`src/rtl/rf_wb_arbiter.sv`:
```
// Register-file write-port arbiter: preloads reg[i]=i after reset, then round-robins ALU/load writebacks.
// Optional: define RF_WB_X0_DISCARD_EN to drop accepted writes that target register 0.
module rf_wb_arbiter #(
  parameter int unsigned DATA_W   = 64,
  parameter int unsigned ADDR_W   = 5,
  parameter int unsigned NUM_REGS = 18
) (
  input  logic              clk,
  input  logic              reset,
  input  logic              req0_valid,
  input  logic [ADDR_W-1:0] req0_rd,
  input  logic [DATA_W-1:0] req0_data,
  output logic              req0_ready,
  input  logic              req1_valid,
  input  logic [ADDR_W-1:0] req1_rd,
  input  logic [DATA_W-1:0] req1_data,
  output logic              req1_ready,
  output logic              rf_we,
  output logic [ADDR_W-1:0] rf_rd,
  output logic [DATA_W-1:0] rf_wdata,
  output logic              init_done,
  output logic              err_oob
);

  typedef enum logic {
    S_INIT,
    S_RUN
  } state_t;

  localparam logic [ADDR_W-1:0] LAST_REG = ADDR_W'(NUM_REGS - 1);
  localparam logic [ADDR_W:0]   REG_LIM  = (ADDR_W + 1)'(NUM_REGS);

  state_t            state_q;
  logic [ADDR_W-1:0] cnt_q;
  logic              ptr_q;
  logic              rf_we_q;
  logic [ADDR_W-1:0] rf_rd_q;
  logic [DATA_W-1:0] rf_wdata_q;
  logic              init_done_q;
  logic              err_oob_q;

  logic              grant0;
  logic              grant1;
  logic              xfer;
  logic [ADDR_W-1:0] sel_rd;
  logic [DATA_W-1:0] sel_data;
  logic              oob;
  logic              x0_drop;

  // ptr_q names the requester that wins a tie; ptr_q==0 favours req0.
  always_comb begin
    grant0     = req0_valid & (~req1_valid | ~ptr_q);
    grant1     = req1_valid & (~req0_valid |  ptr_q);
    req0_ready = (state_q == S_RUN) & grant0;
    req1_ready = (state_q == S_RUN) & grant1;
    xfer       = req0_ready | req1_ready;
    sel_rd     = grant1 ? req1_rd   : req0_rd;
    sel_data   = grant1 ? req1_data : req0_data;
    oob        = ({1'b0, sel_rd} >= REG_LIM);
  end

`ifdef RF_WB_X0_DISCARD_EN
  assign x0_drop = (sel_rd == '0);
`else
  assign x0_drop = 1'b0;
`endif

  always_ff @(posedge clk or posedge reset) begin
    if (reset) begin
      state_q     <= S_INIT;
      cnt_q       <= '0;
      ptr_q       <= 1'b0;
      rf_we_q     <= 1'b0;
      rf_rd_q     <= '0;
      rf_wdata_q  <= '0;
      init_done_q <= 1'b0;
      err_oob_q   <= 1'b0;
    end else begin
      case (state_q)
        S_INIT: begin
          rf_we_q    <= 1'b1;
          rf_rd_q    <= cnt_q;
          rf_wdata_q <= DATA_W'(cnt_q);
          cnt_q      <= cnt_q + 1'b1;
          err_oob_q  <= 1'b0;
          if (cnt_q == LAST_REG) begin
            state_q     <= S_RUN;
            init_done_q <= 1'b1;
          end
        end
        S_RUN: begin
          rf_we_q   <= xfer & ~oob & ~x0_drop;
          err_oob_q <= xfer & oob;
          // Address/data only follow real writes so the port holds its last value otherwise.
          if (xfer && !oob && !x0_drop) begin
            rf_rd_q    <= sel_rd;
            rf_wdata_q <= sel_data;
          end
          if (xfer) begin
            ptr_q <= grant0;
          end
        end
        default: state_q <= S_INIT;
      endcase
    end
  end

  assign rf_we     = rf_we_q;
  assign rf_rd     = rf_rd_q;
  assign rf_wdata  = rf_wdata_q;
  assign init_done = init_done_q;
  assign err_oob   = err_oob_q;

endmodule
```
`config.mk`:
```
export PLATFORM = sky130hd
export DESIGN_NAME = rf_wb_arbiter
export DESIGN_NICKNAME = d
export VERILOG_FILES = /design/src/rtl/rf_wb_arbiter.sv
export SDC_FILE = /design/constraint.sdc
export NUM_CORES = 1
export LEC_CHECK = 0
export CORE_MARGIN = 1.5
export CORE_UTILIZATION = 40
export CTS_BUF_LIST = sky130_fd_sc_hd__clkbuf_16
export DETAILED_ROUTE_END_ITERATION = 8
export PLACE_DENSITY = 0.81
export SKIP_LAST_GASP = 1
export SLEW_MARGIN = 30
export SYNTH_ARGS = -nofsm -noshare
export SYNTH_HDL_FRONTEND = slang
export SYNTH_SLANG_ARGS = --single-unit
```
`constraint.sdc`:
```
create_clock -name clk -period 3.5 [get_ports clk]
set_input_delay 0.875 -clock clk [delete_from_list [all_inputs] [get_ports clk]]
set_output_delay 0.875 -clock clk [all_outputs]
set_load 0.1 [all_outputs]
```
==> summary.md, run 1 <==
| Metric | Value |
|---|---|
| DR iter-0 viols | `116` |
| Int Power | `2.36 mW` |
| TritonCTS clock tree | `done` |
| Post-synthesis sequential area ratio | `47.7%` |
| Max Clock Freq | `331 MHz` |
| Routed Antenna Nets | `0` |
| Max Cap Viol | `0` |
| H-Tree Depth | `3` |
| End of the critical path | `req1_ready` |
| # setup viols final | `0` |
| Post-DP HPWL | `8.41 mm` |
| Least-Margin Pin Slew | `0.879 ns` |
| Fin area | `6600 um2` |
| DR pass1 iterations | `6` |
| Post-CTS Resized | `0` |
| Multi-input gate area | `2010 um2` |
| Fill count | `795` |
| Number of global-route vias before repair | `3730` |
| Most frequent cells in the layout | `141 x clkdlybuf4s50_1, 125 x mux2i_1, 78 x dfrtp_1, 77 x buf_4, 60 x nand2_1` |
| Sw Pwr | `2.14 mW` |
| Clock power share | `23.4%` |
| Post-Place Cell Area | `6260 um2` |
| CP max stage delay | `0.55 ns` |
| Unrepaired setup endpoints after global routing | `false` |
| Die Span X | `105 um` |
| Clock Tree Buf Depth | `2` |
| Most common cell after layout, fill and taps aside | `clkdlybuf4s50_1` |
| Net Count, Synth | `518` |
| Core Region | `9910 um2` |
| Element type at the critical path end | `output pin` |
| Synth Flop Type | `dfrtp_1` |
| GPL Wtd Cong | `0.766` |
| Hold Fails Final Rpt | `0` |
| Power share of the combinational group | `49.9%` |
| Cell depth of the worst flop-to-flop path | `7` |
| Largest net degree at the start of global routing | `80` |
| Port Buffer Count | `215` |
| Drt total wl | `11.5 mm` |
| Gr ovfl total | `0` |
| All-Layer GR Usage | `20.9%` |
| # IOs | `216` |
| Critical Path Start | `req0_valid` |
| Worst path top cell family by delay | `buffers and inverters` |
| CP Data Required Time | `2.62 ns` |
| Layout cells sized above 1 | `18.8%` |
| Tcrit/Tclk final | `86.3%` |
| Post-route setup TNS | `0 ns` |
| CTS sink cnt | `79` |
| Maximum vdd drop | `0.422 mV` |
| Area growth syn-to-layout | `59.0%` |
| Initial Util | `41.9%` |
| DRC | `0` |
| CP cell instances | `clkdlybuf4s50_1 > or2b_4 > and3_1 > buf_12` |
| Sw Share | `47.5%` |
| Seq. cell area | `1980 um2` |
| Vias/cell | `4.99` |
| Max-slew headroom | `41.4%` |
| Post-Syn Area | `4150 um2` |
| Tmin final | `3.02 ns` |
| Synthesized area per cell | `11.1 um2` |
| Post-CTS setup buffer count | `0` |
| Status | `finished clean` |
| Final #Nets | `724` |
| Critical Path Source Type | `input port` |
| Crit path kind | `in2out` |
| FF-to-FF Start | `ptr_q` |
| Clk slew on worst S/H paths | `0.06 ns` |
| Yosys warns | `0` |
| Max Slew Vio Count | `0` |
| Distinct cells, synth | `33` |
| Root buffer cell | `clkbuf_16` |
| Die Y-Extent | `105 um` |
| CP arrival | `2.15 ns` |
| PwrDens | `681 nW/um2` |
| Register share of total power | `26.7%` |
| Leakage dissipation | `3.29 nW` |
| Buf+Inv Stages, Crit Path | `2` |
| Gate Count Post-Synth | `374` |
| HP Class | `reg2reg` |
| Reg-to-reg slack, setup | `1.56 ns` |
| Vias | `3582` |
| Async set-reset flop share out of synthesis | `100%` |
| Slowest cell on crit path | `clkdlybuf4s50_1` |
| Die area | `11000 um2` |
| Crit path max fanout | `6` |
| Worst r2r dst | `rf_wdata[61]` |
| CP Depth | `4` |
| Fin Clk Skew | `0.00708 ns` |
| Power, Total | `4.49 mW` |
| First-pass GRT wire length | `18.4 mm` |
| Initial antenna violation count | `0` |
| Synth Register Bits | `79` |
| Hold Buf Count CTS | `0` |
| Number of synthesized flops with an enable pin | `0` |
| Antenna cells | `0` |
| Worst-Skew Late Latency | `0.32 ns` |
| Num rows | `36` |
| Routed len/inst | `16.0 um` |
| Num CTS Buffers | `9` |
==> registers in the layout (all words and copies together) (netlist names) <==
| signal | count |
|---|---|
| rf_rd | 5 |
| rf_we | 1 |
| ptr_q | 1 |
| cnt_q | 5 |
| err_oob | 1 |
| rf_wdata | 64 |
| state_q | 1 |
| init_done | 1 |
==> synthesized netlist by cell type (2+ instances only) <==
library cell | count | area share [%]
a21oi_1 | 5 | 0.60
a31o_2 | 3 | 0.63
a31oi_1 | 10 | 1.5
buf_2 | 7 | 0.84
buf_4 | 6 | 1.1
buf_6 | 3 | 0.81
clkbuf_1 | 11 | 1.0
dfrtp_1 | 79 | 48
ha_1 | 2 | 0.60
inv_1 | 3 | 0.27
mux2i_1 | 125 | 30
nand2_1 | 60 | 5.4
nand3_1 | 20 | 2.4
nor2_1 | 5 | 0.45
nor2b_1 | 5 | 0.75
o21ai_0 | 2 | 0.24
or3_1 | 7 | 1.1
or4_1 | 3 | 0.54
xnor2_1 | 4 | 0.84
==> stage by stage <==
step | instances | utilization [%] | hold slack (ns) | setup WS [ns]
finish | 718 | 66.6 | 0.496 | 0.478
global route | 718 | 66.6 | 0.513 | 0.440
CTS | 718 | 66.6 | 0.493 | 0.477
detailed placement | 702 | 63.2 | 0.457 | 0.408
global placement | 702 | 63.2 | 0.458 | 0.490
floorplan | 374 | - | 0.460 | 0.540
==> power groups by stage <==
stage                     logic [mW]  clock network, mW  registers [mW]
after global routing            2.32               1.11            1.22
after CTS                       2.26               1.07            1.20
after detailed placement        2.26                  0            1.21
final                           2.24               1.05            1.20
after floorplan                0.396                  0            2.48
after global placement          2.23                  0            1.21
==> kinds of logic after synthesis <==
| group | share of synthesized area [%] |
|---|---|
| adder cells (fa/ha/maj) | 0.603 |
| XOR/XNOR | 0.845 |
| flip-flops | 47.7 |
| AND/OR/NAND/NOR | 12.6 |
| buffers and inverters | 4.10 |
| multiplexers | 30.2 |
| AO/OA/AOI/OAI | 4.01 |
==> layer usage <==
layer | global-route usage (%) | wire (um) | vias to the layer above
li1 | - | - | 1731
met1 | 24.6 | 4590 | 1729
met2 | 39.2 | 6280 | 112
met3 | 3.49 | 496 | 10
met4 | 5.09 | 112 | 0
met5 | 0 | 0 | -
==> area by class of cell <==
cell class | count | share of cell area [%]
tap | 133 | 2.52
sequential | 79 | 30.0
clock inverter | 7 | 1.69
timing repair buffer | 223 | 31.7
inverter | 3 | 0.190
multi-input combinational | 264 | 30.5
clock buffer | 9 | 3.41
==> how the worst min path moves through the flow <==
stage,from,endpoint,slack [ns],depth (start not counted)
3_3_place_gp,init_done,init_done,0.46,1
5_1_grt,init_done,init_done,0.51,1
2_1_floorplan,cnt_q[4],cnt_q[4],0.46,1
4_1_cts,cnt_q[2],cnt_q[2],0.49,1
6_report,cnt_q[2],cnt_q[2],0.50,1
3_5_place_dp,init_done,init_done,0.46,1
(Power assumes the default switching activity.)
==> run 2, diff against run 1 <==
Settings changed: GPL_ROUTABILITY_DRIVEN from default to 0.
==> results of run 2 <==
Same layout as run 1: the final DEF is identical, and so are final timing and power.
